File: src/rtl/pipe_mem_arbiter.sv
// pipe_mem_arbiter: one single-port memory shared by fetch and data ports.
// Define INST_BUF_EN to add a one-entry fetch buffer in front of memory.
module pipe_mem_arbiter #(
  parameter int ADDR_W     = 32,
  parameter int DATA_W     = 32,
  parameter int STARVE_MAX = 4
) (
  input  logic              clk,
  input  logic              rst,
  input  logic              if_req,
  input  logic [ADDR_W-1:0] if_adr,
  output logic [DATA_W-1:0] inst,
  output logic              if_ready,
  input  logic              d_req,
  input  logic              d_we,
  input  logic [ADDR_W-1:0] d_adr,
  input  logic [DATA_W-1:0] d_wdata,
  output logic [DATA_W-1:0] d_rdata,
  output logic              d_ready,
  output logic              mem_req,
  output logic              mem_we,
  output logic [ADDR_W-1:0] mem_adr,
  output logic [DATA_W-1:0] mem_wdata,
  input  logic [DATA_W-1:0] mem_rdata,
  input  logic              mem_ready
);

  typedef enum logic [1:0] {
    IDLE,
    BUSY_I,
    BUSY_D,
    RESP
  } state_t;

  localparam logic [3:0] SMAX = 4'(STARVE_MAX);

  state_t            state_q;
  logic              mem_req_q;
  logic              mem_we_q;
  logic [ADDR_W-1:0] mem_adr_q;
  logic [DATA_W-1:0] mem_wdata_q;
  logic [DATA_W-1:0] inst_q;
  logic [DATA_W-1:0] d_rdata_q;
  logic              if_ready_q;
  logic              d_ready_q;
  logic [3:0]        starve_q;
  logic [3:0]        starve_d;

  logic              hit;
  logic [DATA_W-1:0] hit_data;
  logic              fetch_win;
  logic              data_win;

`ifdef INST_BUF_EN
  logic              buf_valid_q;
  logic [ADDR_W-1:0] buf_adr_q;
  logic [DATA_W-1:0] buf_data_q;

  assign hit      = if_req && buf_valid_q
                 && (buf_adr_q == if_adr);
  assign hit_data = buf_data_q;

  always_ff @(posedge clk) begin
    if (rst) begin
      buf_valid_q <= 1'b0;
      buf_adr_q   <= '0;
      buf_data_q  <= '0;
    end else if (state_q == BUSY_I && mem_ready) begin
      buf_valid_q <= 1'b1;
      buf_adr_q   <= mem_adr_q;
      buf_data_q  <= mem_rdata;
    end else if (state_q == IDLE && data_win
                 && d_we && d_adr == buf_adr_q) begin
      buf_valid_q <= 1'b0;
    end
  end
`else
  assign hit      = 1'b0;
  assign hit_data = '0;
`endif

  // A buffered fetch never contends, so data wins alongside it.
  assign fetch_win = if_req && !hit
                  && (!d_req || starve_q == SMAX);
  assign data_win  = d_req && !fetch_win;

  assign starve_d = (starve_q >= SMAX) ? SMAX
                  : starve_q + 4'd1;

  always_ff @(posedge clk) begin
    if (rst) begin
      state_q     <= IDLE;
      mem_req_q   <= 1'b0;
      mem_we_q    <= 1'b0;
      mem_adr_q   <= '0;
      mem_wdata_q <= '0;
      inst_q      <= '0;
      d_rdata_q   <= '0;
      if_ready_q  <= 1'b0;
      d_ready_q   <= 1'b0;
      starve_q    <= 4'd0;
    end else begin
      if_ready_q <= 1'b0;
      d_ready_q  <= 1'b0;
      unique case (state_q)
        IDLE: begin
          if (data_win) begin
            state_q     <= BUSY_D;
            mem_req_q   <= 1'b1;
            mem_we_q    <= d_we;
            mem_adr_q   <= d_adr;
            mem_wdata_q <= d_wdata;
            if (if_req) starve_q <= starve_d;
          end else if (fetch_win) begin
            state_q   <= BUSY_I;
            mem_req_q <= 1'b1;
            mem_we_q  <= 1'b0;
            mem_adr_q <= if_adr;
            starve_q  <= 4'd0;
          end else if (hit) begin
            state_q <= RESP;
          end
          if (hit) begin
            inst_q     <= hit_data;
            if_ready_q <= 1'b1;
            starve_q   <= 4'd0;
          end
        end
        BUSY_I: begin
          if (mem_ready) begin
            state_q    <= RESP;
            mem_req_q  <= 1'b0;
            mem_we_q   <= 1'b0;
            inst_q     <= mem_rdata;
            if_ready_q <= 1'b1;
          end
        end
        BUSY_D: begin
          if (mem_ready) begin
            state_q   <= RESP;
            mem_req_q <= 1'b0;
            mem_we_q  <= 1'b0;
            d_ready_q <= 1'b1;
            if (!mem_we_q) d_rdata_q <= mem_rdata;
          end
        end
        RESP: state_q <= IDLE;
        default: state_q <= IDLE;
      endcase
    end
  end

  assign mem_req   = mem_req_q;
  assign mem_we    = mem_we_q;
  assign mem_adr   = mem_adr_q;
  assign mem_wdata = mem_wdata_q;
  assign inst      = inst_q;
  assign d_rdata   = d_rdata_q;
  assign if_ready  = if_ready_q;
  assign d_ready   = d_ready_q;

endmodule

File: config.mk
export PLATFORM = sky130hd
export DESIGN_NAME = pipe_mem_arbiter
export DESIGN_NICKNAME = d
export VERILOG_FILES = /design/src/rtl/pipe_mem_arbiter.sv
export SDC_FILE = /design/constraint.sdc
export NUM_CORES = 1
export LEC_CHECK = 0
export ABC_AREA = 1
export CAP_MARGIN = 10
export CORE_ASPECT_RATIO = 1.25
export CORE_UTILIZATION = 42
export CTS_CLUSTER_DIAMETER = 200
export DETAILED_ROUTE_END_ITERATION = 7
export MAX_ROUTING_LAYER = met4
export PLACE_DENSITY = 0.77
export SLEW_MARGIN = 25
export SYNTH_ARGS = -nofsm -noshare
export SYNTH_HDL_FRONTEND = slang
export SYNTH_SLANG_ARGS = --single-unit
File: constraint.sdc
create_clock -name clk -period 1.7 [get_ports clk]
set_input_delay 0.425 -clock clk [delete_from_list [all_inputs] [get_ports clk]]
set_output_delay 0.425 -clock clk [all_outputs]
set_load 0.03 [all_outputs]
* Yosys cells after proc, flatten, opt, wreduce, memory -nomap -nowiden
Index checks and enable logic that the tools add are counted.
Widths: inputs -> output; s select.
** Word-level totals
- Word-level logic and storage cells :: 58
- Register bits after elaboration :: 138
- Input port bits :: 134
- Output and inout bits :: 132
** Operators by class
- Bitwise logic cells :: 3
- Add/subtract/negate cells :: 1
- Muxes and demuxes :: 18
- $lt $le $gt $ge :: 1
- Equal/unequal tests :: 7
- Reductions and logical operators :: 18
** Operators with widths (number)
- $mux 32 :: 2
- $mux 4 :: 4
- $reduce_and 3->1 :: 3
- $reduce_and 2->1 :: 4
- $mux 1 :: 6
- $mux 2 :: 3
- $pmux 2 s3 :: 1
- $reduce_or 2->1 :: 3
- $add 4x1->4 const B :: 1
- $eq 2x2->1 const B :: 2
- $eq 4x3->1 const B :: 1
- $ge 4x3->1 const B :: 1
- $pmux 1 s2 :: 2
- $reduce_bool 2->1 :: 2
- $ne 3x3->1 const B :: 1
- $not 1->1 :: 3
- $eq 2x1->1 const B :: 1
- $logic_and 1x1->1 :: 2
- $logic_not 1->1 :: 2
- $logic_not 2->1 :: 1
- $ne 2x1->1 const B :: 1
- $ne 2x2->1 const B :: 1
- $logic_or 1x1->1 :: 1

* Depth between registers and ports, before layout
Gate-level depths: netlist of run 1.
- Word-level depth :: 7
- Depth in mapped cells :: 11
- Depth with buffers taken out :: 10

* Worst setup path before layout of run 1
OpenSTA, ideal clock, no wires.
- Path kind :: register to register
- From :: register state_q[0]
- To :: register mem_adr_q[29], in the netlist mem_adr[29]
- Setup time :: 109 ps
- Clock period less this slack :: 1420 ps
- Stages on the path, launching flop included :: 10
- Path buffers :: 2
- Setup slack :: 280 ps
- Data required time :: 1591 ps
- Arrival :: 1311 ps
- Path through :: dfxtp_1 -> inv_1 -> ha_1 -> buf_4 -> inv_2 -> nor2_4 -> buf_2 -> nand3_1 -> nand2_1 -> inv_1
** On the way
- Word-level cells in the longest chain between the ends :: 2
** Ends and longest elaborated chain
- start, declared :: RTL line 37 : state_t state_q;
- start signal, assigned :: RTL line 92 : state_q <= IDLE;
- start signal, assigned :: RTL line 108 : state_q <= BUSY_D;
- start signal, assigned :: RTL line 115 : state_q <= BUSY_I;
- $logic_not 2->1 :: RTL line 105 : unique case (state_q)
- $reduce_and 2->1 (no source line)
- end signal, assigned :: RTL line 111 : mem_adr_q <= d_adr;
- end signal, assigned :: RTL line 118 : mem_adr_q <= if_adr;
- end, declared :: RTL line 40 : logic [ADDR_W-1:0] mem_adr_q;
Every way passes these cells.
A chain may end at the register's enable or synchronous reset.

* Worst setup path after layout of run 1
- From :: register mem_we_q, in the netlist mem_we
- To :: output mem_we
** RTL lines
- start, declared :: RTL line 39 : logic mem_we_q;
- start signal, assigned :: RTL line 110 : mem_we_q <= d_we;
- end, declared :: RTL line 21 : output logic mem_we,
No word-level cell between the ends.

==> results of run 1 <==
==> cell type report <==
cell class / count / area, um2
clock buffer: 17 / 425.4
clock inverter: 15 / 148.9
tap: 175 / 219.0
timing repair buffer: 299 / 2855
sequential: 138 / 2763
inverter: 142 / 533.0
fill: 1240 / 4492
multi-input combinational: 567 / 2437
==> cells by family (layout without fill, tap and decap cells) <==
logic type,Yosys count,after routing
and+or+nand+nor,487,487
AOI/OAI and AO/OA,74,74
adders and majority gates,6,6
DFF,138,138
buffers and inverters,195,473
==> routing by layer <==
| metal | global-route usage | wire (um) | vias up |
|---|---|---|---|
| li1 | - | - | 3244 |
| met1 | 0.2576 | 6937 | 2674 |
| met2 | 0.3948 | 8170 | 209 |
| met3 | 0.05772 | 1047 | 47 |
| met4 | 0.1134 | 617 | 0 |
| met5 | - | 0 | - |
==> flip-flops by register name, summed over array words and instances, names as in the netlist <==
register   cells
d_rdata       32
d_ready        1
if_ready       1
inst          32
mem_adr       32
mem_req        1
mem_wdata     32
mem_we         1
starve_q       4
state_q        2
==> final timing paths <==
kind | end | cells after the start | from | slack (ns)
setup / recovery | mem_we | 1 | mem_we | 0.07
hold / removal | starve_q[3] | 2 | starve_q[3] | 0.47
hold reg to reg | starve_q[3] | 2 | starve_q[3] | 0.47
setup reg to reg | mem_wdata[20] | 7 | state_q[1] | 0.16
==> cell usage in the layout (no fill, tap or decap), drive strengths merged, types with 4 or more instances in the layout <==
cell,instances
ha,6
inv,152
clkbuf,17
dlygate4sd2,132
dfxtp,138
o21ai,67
buf,34
nor2,236
nand2,148
nand3,100
clkdlybuf4s50,133
a21oi,7
clkinv,4
==> through the flow <==
stage               setup TNS [ns]  area, um2
global placement            -9.786       8972
global route                     0       9382
floorplan                        0       6006
CTS                              0       9382
finish                           0       9382
detailed placement          -11.13       8972
==> power by group through the flow <==
stage	clock network, mW	registers [mW]	logic, mW
2_1_floorplan	0	6.13	2.93
3_3_place_gp	0	4.55	7.16
3_5_place_dp	0	4.58	7.23
4_1_cts	3.64	4.49	6.72
5_1_grt	3.77	4.58	7.33
6_report	3.57	4.48	6.68
==> impl_metrics.json, run 1 <==
{
  "dieArea_um2": 14780,
  "synth_cells": 900,
  "syn2layout_area_growth_pct": 56.21,
  "crit_path_start_kind": "flop",
  "outcome": "finished, final reports clean",
  "initial_core_util": 0.4329,
  "swShare": 0.4273,
  "dr.pass1.iters": 4,
  "slew_violations": 0,
  "yosys.area_share.simple": 0.3317,
  "via_per_inst": 4.563,
  "clock.fmax_ghz": 0.6146,
  "intPower_mw": 8.432,
  "ys_warn_count": 0,
  "die_h_um": 135.7,
  "netlist_area_um2": 6006,
  "criticalPathCategory": "flop to output pin",
  "worstSetupEndpointType": "output pin",
  "p_sw_mw": 6.291,
  "required_ns": 1.27,
  "utilization": 0.6762,
  "antenna_found_initial": 0,
  "dp_hpwl_um": 12150,
  "combPwrFrac": 0.454,
  "cts.repair.resized": 132,
  "vias": 6174,
  "drc": 0,
  "drt_iter0_drc": 219,
  "synth_xor_area_frac": 0,
  "fin_ws_ns": 0.07304,
  "track_usage": 0.2352,
  "timing.final.crit_share": 0.9570,
  "synth_nets": 1040,
  "fin_skew_ns": 0.01056,
  "overflow": 0,
  "core_um2": 13870,
  "wire_per_inst_um": 12.40,
  "hold_viol_final": 0,
  "powerDensity_nw_per_um2": 1569,
  "grt_pass1_vias": 5646,
  "wl_um": 16770,
  "max_stage_delay_ns": 0.43,
  "cts_sinks": 138,
  "slew-limit-headroom": 0.7529,
  "ios": 266,
  "dpl_worst_slack_ns": -0.2014,
  "yosysUniqueCellTypes": 21,
  "ys_ff_latch": 138,
  "power.share.clock": 0.242,
  "synth_compound_area_frac": 0.06167,
  "clock_path_buffers": 2,
  "setup_viol": 0,
  "cp_cell_sequence": "dlygate4sd2_1",
  "seq_power_share": 0.304,
  "portBuffers": 265,
  "root_buffer": "clkbuf_16",
  "hp-class": "flop to flop",
  "drive_gt1_frac": 0.06876,
  "cts_buffers": 17,
  "hold_buffers": 0,
  "clk_latency_ns": 0.42,
  "cts_max_level": 4,
  "grt_pass1_wl_um": 26390,
  "finalCriticalPeriod_ns": 1.627,
  "vdd_drop_max_mv": 0.7716,
  "yosys.area.top_type_share": 0.4600,
  "cp_slowest_cell": "dlygate4sd2_1",
  "async_reset_ff_frac": 0,
  "synth.most_common_cell": "nor2_1",
  "gp_congestion": 0.8294,
  "yosysTopAreaCell": "dfxtp_1",
  "synthAdderAreaFrac": 0.01250,
  "grt_max_degree": 67,
  "num_antenna_cells": 0,
  "total_power_mw": 14.72,
  "yosysSeqAreaShare": 0.4600,
  "synth_common_cells": "233 x nor2_1, 145 x nand2_1, 138 x dfxtp_1",
  "path_clk_slew_ns": 0.07,
  "fp.dieW_um": 109.0,
  "hold_ws_ns": 0.4715,
  "crit_family": "buffers and inverters",
  "antenna_left": 0,
  "synth_top_family_by_area": "simple AND/OR/NAND/NOR gates",
  "cts_tree": "built",
  "worstPathMaxFanout": 3,
  "rsz0062_at_grt": "false",
  "synth_mux_area_frac": 0,
  "syn_area_per_cell_um2": 6.673,
  "num_rows": 48,
  "fin_cells": 1353,
  "final_nets": 1305,
  "leakagePower_nw": 5.050,
  "worst_slew_pin_slew_ns": 0.3722,
  "synth_ff_type": "dfxtp_1",
  "critPathBufInv": 1,
  "ys_top_cells_by_area": "dfxtp_1 46%, nor2_1 15%, nand2_1 9.1%",
  "synth_edf_count": 0,
  "drv_cap": 0,
  "cp.arrival_ns": 1.20,
  "cts_setup_buffers": 0,
  "dp_cells": 1321
}
Note: power is estimated with default switching activity, not from simulation.
==> run 2, diff against run 1 <==
Settings changed: CELL_PAD_IN_SITES_DETAIL_PLACEMENT from default to 0, CELL_PAD_IN_SITES_GLOBAL_PLACEMENT from default to 2, CORE_UTILIZATION 42 to 21, PLACE_DENSITY 0.77 to 0.76.
==> run 2 against run 1 <==
Net effect: die area is 98% higher; first-iteration DRC count is 1.4% higher; routed wire length up 24%; core utilization is 33 points lower; global-route usage down 8.7 points.
==> impl_metrics.json, run 2 (synthesis gave the netlist of run 1 again) <==
{
  "worstPathMaxFanout": 2,
  "cts_max_level": 4,
  "cts_setup_buffers": 0,
  "dieArea_um2": 29280,
  "criticalPathCategory": "flop to output pin",
  "track_usage": 0.1479,
  "cp.arrival_ns": 1.21,
  "met3RoutedLength_um": 997,
  "die_h_um": 191.1,
  "layout_commonest_cell": "nor2_1",
  "tns_ns": 0,
  "max_stage_delay_ns": 0.46,
  "wl_um": 20720,
  "hp-class": "primary input to flop",
  "root_buffer": "clkbuf_16",
  "drv_cap": 0,
  "crit_family": "buffers and inverters",
  "via_per_inst": 3.990,
  "maxUsedRoutingLayer": "met4",
  "cts.repair.resized": 131,
  "drt_iter0_drc": 222,
  "wire_per_inst_um": 13.57,
  "grt_max_degree": 65,
  "vdd_drop_max_mv": 0.7073,
  "fp.dieW_um": 153.3,
  "total_power_mw": 15.25,
  "worstSetupEndpointType": "output pin",
  "seq_area_um2": 2763,
  "num_rows": 68,
  "vias": 6093,
  "portBuffers": 265,
  "reg2reg_slack_ns": 0.22,
  "outcome": "finished, final reports clean",
  "initial_core_util": 0.2152,
  "cts_sinks": 138,
  "fin_skew_ns": 0.004662,
  "setup_viol": 0,
  "required_ns": 1.27,
  "gp_congestion": 0.7427,
  "powerDensity_nw_per_um2": 1583,
  "final_cell_mix": "232 x nor2_1, 145 x nand2_1, 138 x dfxtp_1",
  "syn2layout_area_growth_pct": 60.38,
  "clock.fmax_ghz": 0.6104,
  "cts_buffers": 17,
  "multi_input_area_um2": 2440,
  "antenna_left": 0,
  "crit_path_start_kind": "flop",
  "wl_met2_um": 10660,
  "leakagePower_nw": 5.051,
  "timing.final.crit_share": 0.9637,
  "clock_path_buffers": 2,
  "final_nets": 1302,
  "cp_slowest_cell": "dlygate4sd2_1",
  "worst_slew_pin_slew_ns": 0.3920,
  "clk_latency_ns": 0.42,
  "cts_tree": "built",
  "slew-limit-headroom": 0.7397,
  "slew_violations": 0,
  "dp_hpwl_um": 14680,
  "grt_pass1_vias": 5733,
  "hold_buffers": 0,
  "drc": 0,
  "finalCriticalPeriod_ns": 1.638,
  "dr.pass1.iters": 4,
  "core_um2": 27910,
  "path_clk_slew_ns": 0.06,
  "filler_cell_count": 3026,
  "antenna_found_initial": 2,
  "drive_gt1_frac": 0.06809,
  "rsz0062_at_grt": "false",
  "overflow": 0,
  "grt_pass1_wl_um": 31930,
  "cp_cell_sequence": "dlygate4sd2_1",
  "wl_met1_um": 8602,
  "hold_viol_final": 0,
  "critPathBufInv": 1,
  "ios": 266
}
==> run 2: cell count changes in the layout (fill, tap and decap cells not counted), moves of 2 or more <==
cell,change
diode_2,+2
bufinv_16,+3
buf_4,-4
inv_8,-6
==> run 2: power breakdown <==
part	switching [mW]	total, mW	leakage, nW	internal, mW
Combinational	4.44	6.88	3.62	2.44
Sequential	0.386	4.48	1.13	4.09
Clock	1.53	3.89	0.294	2.36
==> run 2: worst paths after layout <==
check,start,endpoint,depth (start not counted)
worst max-delay path,mem_req,mem_req,1
worst max register to register,state_q[0],mem_adr[11],8
worst min register to register,starve_q[3],starve_q[3],2
worst min-delay path,rst,mem_we,3
==> run 2: layout make-up <==
type	instances	area share
Antenna cell	2	0.0005196
Clock buffer	19	0.04599
Clock inverter	13	0.01741
Inverter	142	0.05534
Multi-Input combinational cell	567	0.2533
Sequential cell	138	0.2868
Tap cell	350	0.04547
Timing Repair Buffer	296	0.2951
==> run 2: stage by stage <==
stage / instances / utilization / hold WS, ns / area [um2] / setup WS (ns)
global placement: 1493 / 0.3288 / 0.4515 / 9176 / -0.1792
detailed placement: 1493 / 0.3288 / 0.4581 / 9176 / -0.2022
floorplan: 900 / - / 0.4398 / 6006 / 0.2800
CTS: 1525 / 0.3448 / 0.3651 / 9623 / 0.02162
finish: 1527 / 0.3451 / 0.3900 / 9632 / 0.06175
global route: 1527 / 0.3451 / 0.3913 / 9632 / 0.005405
==> run 2: layer usage <==
layer  up-vias  global-route usage
met5         -                   -
met4         0             0.06488
met3        26             0.03627
met2       164              0.2612
met1      2658              0.1564
li1       3245                   -
==> run 3, diff against run 2 <==
Settings changed: CAP_MARGIN 10 to default, CORE_MARGIN from default to 3, TNS_END_PERCENT from default to 5.
==> run 3 against run 2 <==
Net effect: routed wire length is 1.7% higher; critical path depth stayed put; clock power is 5% higher; final area hardly changed; worst hold slack better by 0.059 ns; die area is 4.8% higher; core utilization hardly changed; worst setup slack better by 0.0072 ns; register-to-register slack worse by 0.03 ns; global-route usage is 0.91 points lower; count of clock-buffer cells in the layout is 1 higher; critical endpoint unchanged; largest cell class unchanged.
==> impl_metrics.json, run 3 (synthesis gave the netlist of run 1 again) <==
{
  "outcome": "finished, final reports clean",
  "crit_family": "buffers and inverters",
  "crit_path_start_kind": "flop",
  "grt_pass1_vias": 5800,
  "filler_cell_count": 3066,
  "timing.final.crit_share": 0.9594,
  "wire_per_inst_um": 13.83,
  "power.share.clock": 0.265,
  "num_rows": 68,
  "cts_tree": "built",
  "cts_max_level": 4,
  "hp-class": "primary input to flop",
  "hold_ws_ns": 0.4493,
  "root_buffer": "clkbuf_16",
  "cp_slowest_cell": "dlygate4sd2_1",
  "placed_area_um2": 9156,
  "grt_max_degree": 51,
  "criticalPathCategory": "flop to output pin",
  "wl_um": 21060,
  "worst_slew_pin_slew_ns": 0.3948,
  "overflow": 0,
  "drive_gt1_frac": 0.06570,
  "path_clk_slew_ns": 0.06,
  "portBuffers": 265,
  "dp_hpwl_um": 15120,
  "r2r_cells": 8,
  "cts_buffers": 17,
  "cp_cell_sequence": "dlygate4sd2_1",
  "hold_buffers": 0,
  "slew-limit-headroom": 0.7378,
  "ios": 266,
  "fp.dieW_um": 157.3,
  "setup_viol": 0,
  "track_usage": 0.1388,
  "utilization": 0.3454,
  "antenna_found_initial": 1,
  "antenna_left": 0,
  "min_path_cells": 3,
  "drt_iter0_drc": 229,
  "via_per_inst": 3.961,
  "tns_ns": 0,
  "fin_skew_ns": 0.01318,
  "swShare": 0.4125,
  "combPwrFrac": 0.444,
  "cp.arrival_ns": 1.21,
  "powerDensity_nw_per_um2": 1597,
  "worstSetupPathDepth": 1,
  "drc": 0,
  "layout_commonest_cell": "nor2_1",
  "final_cell_mix": "232 x nor2_1, 145 x nand2_1, 138 x dfxtp_1",
  "rsz0062_at_grt": "false",
  "vdd_drop_max_mv": 0.6652,
  "slew_violations": 0,
  "initial_core_util": 0.2152,
  "finalCriticalPeriod_ns": 1.631,
  "seq_power_share": 0.292,
  "hold_viol_final": 0,
  "grt_pass1_wl_um": 32340,
  "worstPathMaxFanout": 2,
  "cts_sinks": 138,
  "syn2layout_area_growth_pct": 60.48,
  "worstSetupEndpointType": "output pin",
  "clock.fmax_ghz": 0.6131,
  "fin_cells": 1523,
  "core_um2": 27910,
  "critPathBufInv": 1,
  "cts.repair.resized": 134,
  "max_stage_delay_ns": 0.46,
  "intPower_mw": 9.043,
  "drv_cap": 0,
  "clock_path_buffers": 2,
  "vias": 6033,
  "die_h_um": 195.1,
  "cts_setup_buffers": 0,
  "leakagePower_nw": 5.051,
  "final_nets": 1299,
  "dr.pass1.iters": 4,
  "gp_congestion": 0.7212,
  "clk_latency_ns": 0.42,
  "fin_area_um2": 9638,
  "dp_cells": 1490,
  "dieArea_um2": 30680,
  "required_ns": 1.27,
  "p_sw_mw": 6.348
}
## run 3: per-layer routing
metal / global-route usage / part of all wire / vias up
li1: - / - / 3226
met1: 0.1558 / 0.41 / 2631
met2: 0.2397 / 0.52 / 159
met3: 0.03769 / 0.054 / 17
met4: 0.04148 / 0.015 / 0
met5: - / 0 / -
## run 3: layout make-up
| class | count | area (um2) | area share |
|---|---|---|---|
| Timing Repair Buffer | 293 | 2820 | 0.2926 |
| Inverter | 142 | 533.0 | 0.05530 |
| Sequential cell | 138 | 2763 | 0.2866 |
| Antenna cell | 1 | 2.502 | 0.0002596 |
| Clock buffer | 20 | 456.7 | 0.04738 |
| Clock inverter | 12 | 185.2 | 0.01921 |
| Multi-Input combinational cell | 567 | 2440 | 0.2531 |
| Tap cell | 350 | 437.9 | 0.04544 |
## run 3: power by group through the flow
stage	clock network, mW	registers (mW)	logic [mW]
2_1_floorplan	0	6.13	2.93
3_3_place_gp	0	4.58	7.50
3_5_place_dp	0	4.60	7.48
4_1_cts	4.24	4.51	6.96
5_1_grt	4.36	4.59	7.59
6_report	4.07	4.49	6.83
## run 3: final timing paths
kind,slack (ns),end,start
max,0.07,mem_req,mem_req
min,0.45,mem_we,rst
max reg2reg,0.19,mem_adr[19],state_q[0]
min reg2reg,0.47,starve_q[3],starve_q[3]
## run 3: stage by stage
step / setup WS [ns] / total power [mW]
3_3_place_gp: -0.1366 / 12.08
6_report: 0.06898 / 15.39
4_1_cts: 0.02416 / 15.71
2_1_floorplan: 0.2800 / 9.059
3_5_place_dp: -0.1831 / 12.07
5_1_grt: 0.003740 / 16.55
